**config.mk**
```make
export PLATFORM = sky130hd
export DESIGN_NAME = fifo_credit_tx
export DESIGN_NICKNAME = d
export VERILOG_FILES = /design/src/rtl/fifo_credit_tx_pkg.sv /design/src/rtl/fifo_credit_tx_credit.sv /design/src/rtl/fifo_credit_tx.sv
export SDC_FILE = /design/constraint.sdc
export NUM_CORES = 1
export LEC_CHECK = 0
export ABC_AREA = 1
export BUFFER_PORTS_ARGS = -buffer_cell sky130_fd_sc_hd__buf_2
export CORE_ASPECT_RATIO = 1.1
export CORE_MARGIN = 10
export CORE_UTILIZATION = 40
export CTS_CLUSTER_DIAMETER = 60
export DETAILED_ROUTE_END_ITERATION = 10
export PLACE_DENSITY = 0.73
export SLEW_MARGIN = 15
export SYNTH_ARGS = -nofsm -noshare
export SYNTH_HDL_FRONTEND = slang
export SYNTH_SLANG_ARGS = --single-unit
```
**constraint.sdc**
```tcl
create_clock -name clk_i -period 1 [get_ports clk_i]
set_input_delay 0.1 -clock clk_i [delete_from_list [all_inputs] [get_ports clk_i]]
set_output_delay 0.1 -clock clk_i [all_outputs]
set_load 0.01 [all_outputs]
```
**src/rtl/fifo_credit_tx_pkg.sv**
```systemverilog
// Shared NoC definitions: flit-type encodings, type-field placement, credit limit.
package fifo_credit_tx_pkg;

    // The flit type occupies the top FLIT_TYPE_W bits of each flit.
    localparam int unsigned FLIT_TYPE_W = 2;

    localparam logic [FLIT_TYPE_W-1:0] FLIT_BODY      = 2'b00;
    localparam logic [FLIT_TYPE_W-1:0] FLIT_HEAD      = 2'b01;
    localparam logic [FLIT_TYPE_W-1:0] FLIT_TAIL      = 2'b10;
    localparam logic [FLIT_TYPE_W-1:0] FLIT_HEAD_TAIL = 2'b11;

    localparam int unsigned PKT_CNT_W = 8;

    typedef enum logic {
        ST_IDLE = 1'b0,
        ST_PKT  = 1'b1
    } frame_state_e;

    // Lowest bit index of the type field for a given flit width.
    function automatic int unsigned flit_type_lsb(input int unsigned data_w);
        return data_w - FLIT_TYPE_W;
    endfunction

    // Usable depth of a one-slot-empty circular FIFO with depth_w address bits.
    function automatic int unsigned max_credits(input int unsigned depth_w);
        return (32'd1 << depth_w) - 32'd1;
    endfunction

endpackage

```
**src/rtl/fifo_credit_tx_credit.sv**
```systemverilog
// Downstream credit counter: +1 per returned slot, -1 per issued read, saturating at the maximum.
module credit_counter
    import fifo_credit_tx_pkg::*;
#(
    parameter int unsigned CNT_W = 2
) (
    input  logic             clk_i,
    input  logic             rst_i,
    input  logic             inc_i,
    input  logic             dec_i,
    output logic             sat_err_c_o,
    output logic [CNT_W-1:0] count_o
);

    localparam logic [CNT_W-1:0] MaxCnt = CNT_W'(max_credits(CNT_W));

    logic [CNT_W-1:0] count_q, count_d;

    // Next count; a return that would exceed the maximum is flagged and dropped.
    always_comb begin
        count_d     = count_q;
        sat_err_c_o = 1'b0;
        if (inc_i && !dec_i) begin
            if (count_q == MaxCnt) begin
                sat_err_c_o = 1'b1;
            end else begin
                count_d = count_q + CNT_W'(1);
            end
        end else if (dec_i && !inc_i && (count_q != '0)) begin
            count_d = count_q - CNT_W'(1);
        end
    end

    // Count register; reset restores the full credit allowance.
    always_ff @(posedge clk_i or posedge rst_i) begin
        if (rst_i) begin
            count_q <= MaxCnt;
        end else begin
            count_q <= count_d;
        end
    end

    assign count_o = count_q;

endmodule

```
**src/rtl/fifo_credit_tx.sv**
```systemverilog
// Credit-based flit transmitter: reads the upstream FIFO while credits remain,
// forwards each flit one cycle later and checks packet framing on the way out.
module fifo_credit_tx
    import fifo_credit_tx_pkg::*;
#(
    parameter int unsigned DATA_W       = 8,
    parameter int unsigned FIFO_DEPTH_W = 2,
    parameter int unsigned ID           = 0
) (
    input  logic                    clk_i,
    input  logic                    rst_i,
    input  logic                    fifo_empty_i,
    input  logic [DATA_W-1:0]       fifo_data_i,
    output logic                    fifo_rd_en_o,
    input  logic                    credit_i,
    output logic                    flit_valid_o,
    output logic [DATA_W-1:0]       flit_data_o,
    output logic [FIFO_DEPTH_W-1:0] credits_o,
    output logic                    pkt_active_o,
    output logic [PKT_CNT_W-1:0]    pkt_cnt_o,
    output logic                    proto_err_o
);

    localparam int unsigned TypeLsb = flit_type_lsb(DATA_W);

    // Elaboration-time sanity check on the flit width; ID tags the offending instance.
    if ((DATA_W < FLIT_TYPE_W) || (ID > 32'h7FFF_FFFF)) begin : g_bad_cfg
        $error("fifo_credit_tx[%0d]: DATA_W must hold the flit type field", ID);
    end

    logic                    rd_en_c;
    logic                    sat_err_c;
    logic [FIFO_DEPTH_W-1:0] credits;
    logic                    flit_valid_q;
    logic [FLIT_TYPE_W-1:0]  flit_type;
    frame_state_e            state_q, state_d;
    logic [PKT_CNT_W-1:0]    pkt_cnt_q, pkt_cnt_d;
    logic                    proto_err_q, proto_err_d;
    logic                    frame_err;

    // Read strobe: a FIFO entry and a downstream credit must both be available.
    assign rd_en_c = !rst_i && !fifo_empty_i && (credits != '0);

    credit_counter #(
        .CNT_W(FIFO_DEPTH_W)
    ) u_credit (
        .clk_i      (clk_i),
        .rst_i      (rst_i),
        .inc_i      (credit_i),
        .dec_i      (rd_en_c),
        .sat_err_c_o(sat_err_c),
        .count_o    (credits)
    );

    // Valid follows the read by one cycle, matching the FIFO's registered read data.
    always_ff @(posedge clk_i or posedge rst_i) begin
        if (rst_i) begin
            flit_valid_q <= 1'b0;
        end else begin
            flit_valid_q <= rd_en_c;
        end
    end

    assign flit_type = fifo_data_i[TypeLsb +: FLIT_TYPE_W];

    // Framing next-state: only a valid outgoing flit advances the FSM.
    always_comb begin
        state_d   = state_q;
        pkt_cnt_d = pkt_cnt_q;
        frame_err = 1'b0;
        if (flit_valid_q) begin
            case (state_q)
                ST_IDLE: begin
                    if (flit_type == FLIT_HEAD) begin
                        state_d = ST_PKT;
                    end else if (flit_type == FLIT_HEAD_TAIL) begin
                        pkt_cnt_d = pkt_cnt_q + PKT_CNT_W'(1);
                    end else begin
                        frame_err = 1'b1;
                    end
                end
                ST_PKT: begin
                    if (flit_type == FLIT_TAIL) begin
                        state_d   = ST_IDLE;
                        pkt_cnt_d = pkt_cnt_q + PKT_CNT_W'(1);
                    end else if (flit_type != FLIT_BODY) begin
                        frame_err = 1'b1;
                    end
                end
                default: state_d = ST_IDLE;
            endcase
        end
        proto_err_d = proto_err_q | frame_err | sat_err_c;
    end

    // Framing state, packet counter and sticky error flag.
    always_ff @(posedge clk_i or posedge rst_i) begin
        if (rst_i) begin
            state_q     <= ST_IDLE;
            pkt_cnt_q   <= '0;
            proto_err_q <= 1'b0;
        end else begin
            state_q     <= state_d;
            pkt_cnt_q   <= pkt_cnt_d;
            proto_err_q <= proto_err_d;
        end
    end

    assign fifo_rd_en_o = rd_en_c;
    assign flit_valid_o = flit_valid_q;
    assign flit_data_o  = flit_valid_q ? fifo_data_i : '0;
    assign credits_o    = credits;
    assign pkt_active_o = (state_q == ST_PKT);
    assign pkt_cnt_o    = pkt_cnt_q;
    assign proto_err_o  = proto_err_q;

endmodule

```
==> flow_summary.ini <==
[min_path]
worstHoldStart = fifo_empty_i
min_path_type = input pin to flip-flop
whs_path_depth = 3
hold-path-endpoint = u_credit.count_o[1]$_DFFE_PP1P_

[timing]
setup_viol = 31
post-route-period-util = 1.22
setup_ws_ns = -0.221
rsz0062_at_grt = yes
hold_violations = 0
maxSlewViolCount = 0
worst_slew_pin_slew_ns = 0.263
skew_ns = 0.00201
period_needed_ns = 1.22
max_freq_mhz = 819
relSlewSlack = 0.825

[worst_setup_path]
r2r_end = pkt_cnt_o[4]$_DFFE_PP0P_
path_delay_family = flip-flops
cp-end-kind = output pin
cpPeakStageDelay_ns = 0.43
rr_worst_depth = 6
crit-reg2reg-launch = pkt_cnt_o[1]$_DFFE_PP0P_
worstSetupPathType = flip-flop to output pin
path_buf_inv = 3
start_kind = flip-flop
crit_slowest_cell = dfrtp_1
cp_max_fo = 7
required_ns = 0.90
arrival_ns = 1.12
rrSetupSlack_ns = -0.20
critical_path.cell_chain = buf_6 > nand2_2 > inv_1 > buf_2

[synth]
syn_area_um2 = 737
synth_seq_cells = 13
synth_ff_type = dfrtp_1
synth.most_common_cell = nand2_1
synth_edf_count = 0
yosysWarnings = 0
synth_area_leader_cell = dfrtp_1
synth_top_area_share = 0.374
synth_common_cells = 35 x nand2_1, 13 x inv_1, 11 x dfrtp_1
async_flop_share = 1.00
syn_inst = 97
avgSynthCellArea_um2 = 7.60
yosysUniqueCellTypes = 19
synth-seq-area-share = 0.445
synth_area_leaders = dfrtp_1 37%, nand2_1 18%, dfstp_2 7.1%
synth_nets = 110

[clock_tree]
clk_latency_ns = 0.27
cts_tree = yes
cts_inserted_buffers = 3
htree_num_levels = 1
clk_path_buf_depth = 2
cts_root_buf = clkbuf_4
clk_transition_reported_paths_ns = 0.08
cts.sinks = 13

[die]
start_util = 0.418
die-width_um = 60.9
die_area_um2 = 3960
floorplan.core_area_um2 = 1760
ios = 34
die_h_um = 65.0
rows = 16

[finish]
area.sequential_um2 = 333
multi_input_area_um2 = 510
areaGrowthSynthToFinish_pct = 101
fin_area_um2 = 1480
drive_above_1_share = 0.669
fillers = 94
nets = 174
utilization = 0.839
diodes = 0

[global_route]
overflow = 0
grt_pass1_wl_um = 3960
grtUsageTotal = 0.126
grt_antenna_before_repair = 0
grt_pass1_vias = 870
grt_max_degree = 15

[pwr]
powerDensity_nw_per_um2 = 2140
power.leakage_nw = 0.773
vdd_drop_max_mv = 1.54

[detailed_routing]
via_per_inst = 5.07
drc = 0
antenna_left = 0
routedWlPerCell_um = 17.2
routed_wl_um = 3060
first_pass_iters = 4
drt_iter0_drc = 28
routed-via-count = 902

[placed_design]
place_area_um2 = 1010
routabilityCongestion = 0.800
io_buffers = 33
hpwl_um = 1580

[flow_run]
cap_violations = 0

[outcome]
failed_checks = setup timing
status = finished, violations left
==> layout make-up <==
class                      count  area share
tap                           18      0.0152
timing repair buffer          60       0.359
multi-input combinational     70       0.345
clock buffer                   3      0.0152
sequential                    13       0.225
inverter                      13      0.0372
clock inverter                 1     0.00338
==> metrics by stage <==
| stage | power, mW | TNS, ns | hold WS, ns | cells | setup slack (ns) |
|---|---|---|---|---|---|
| after floorplan | 1.37 | -0.391 | -0.0842 | 97 | -0.0973 |
| after global placement | 1.78 | -0.354 | 0.139 | 157 | -0.0756 |
| after detailed placement | 1.81 | -0.487 | 0.142 | 157 | -0.0982 |
| after CTS | 2.64 | -2.58 | 0.0663 | 173 | -0.220 |
| after global routing | 3.34 | -5.16 | 0.0844 | 178 | -0.295 |
| final | 3.17 | -3.68 | 0.0692 | 178 | -0.221 |
==> kinds of logic (layout without fill, tap and decap cells) <==
kind of cell,count (synthesis),in the layout,synth area share
AND/OR/NAND/NOR,55,55,0.317
buffers and inverters,14,77,0.0764
flip-flops,13,13,0.445
AO/OA/AOI/OAI,8,8,0.0628
XOR/XNOR,6,6,0.0815
adder cells (fa/ha/maj),1,1,0.0170
==> per-layer routing <==
metal	GRT usage	share of wire	vias up
met1	0.143	0.35	426
li1	-	-	428
met3	0.0409	0.068	10
met4	0.0495	0.031	0
met2	0.208	0.55	38
met5	0	0	-
==> flip-flops by register name, summed over array words and instances, names as in the netlist <==
name,cells
pkt_cnt_o,8
pkt_active_o,1
flit_valid_o,1
u_credit.count_o,2
proto_err_o,1
==> worst reg2reg max path, delay by kind of cell, from the launching register on <==
family | cells | cell delay (ns)
flops | 1 | 0.43
simple gates | 3 | 0.24
fa+ha+maj | 1 | 0.19
xor+xnor | 1 | 0.18
buf+inv | 1 | 0.10
==> worst max-delay path by stage <==
stage | start | endpoint | cells past startpoint
finish | flit_valid_o$_DFF_PP0_ | flit_data_o[4] | 4
global route | flit_valid_o$_DFF_PP0_ | flit_data_o[4] | 4
floorplan | pkt_cnt_o[1]$_DFFE_PP0P_ | pkt_cnt_o[6]$_DFFE_PP0P_ | 6
CTS | u_credit.count_o[1]$_DFFE_PP1P_ | fifo_rd_en_o | 3
detailed placement | pkt_active_o$_DFFE_PP0P_ | pkt_cnt_o[0]$_DFFE_PP0P_ | 3
global placement | pkt_active_o$_DFFE_PP0P_ | pkt_cnt_o[0]$_DFFE_PP0P_ | 3
==> cells in the final DEF (no fill, tap or decap), types with 4 or more instances in the layout <==
| cell | Yosys | layout |
|---|---|---|
| inv_1 | 13 | 5 |
| dfrtp_2 | 0 | 4 |
| nand2_4 | 0 | 5 |
| nand2_1 | 35 | 23 |
| nand3_2 | 0 | 4 |
| buf_2 | 0 | 17 |
| nor2_2 | 0 | 4 |
| dfrtp_1 | 11 | 7 |
| nand2_2 | 2 | 9 |
| buf_4 | 1 | 10 |
| buf_6 | 0 | 32 |
| inv_2 | 0 | 6 |
==> where the power goes <==
| part | total, mW | leakage, nW | switching (mW) | internal (mW) |
|---|---|---|---|---|
| clock | 0.327 | 0.0177 | 0.179 | 0.148 |
| combinational | 1.92 | 0.598 | 0.827 | 1.09 |
| sequential | 0.927 | 0.157 | 0.226 | 0.701 |
| total | 3.17 | 0.773 | 1.23 | 1.94 |
==> repair_timing <==
action / CTS / global route
gates cloned: 0 / 0
resized for setup: 38 / 37
endpoints found under the setup margin: 29 / 30
endpoints found under the hold margin: 11 / 0
setup buffers: 11 / 5
pin swaps: 13 / 19
hold buffers: 1 / 0
Note: power is estimated with default switching activity, not from simulation.
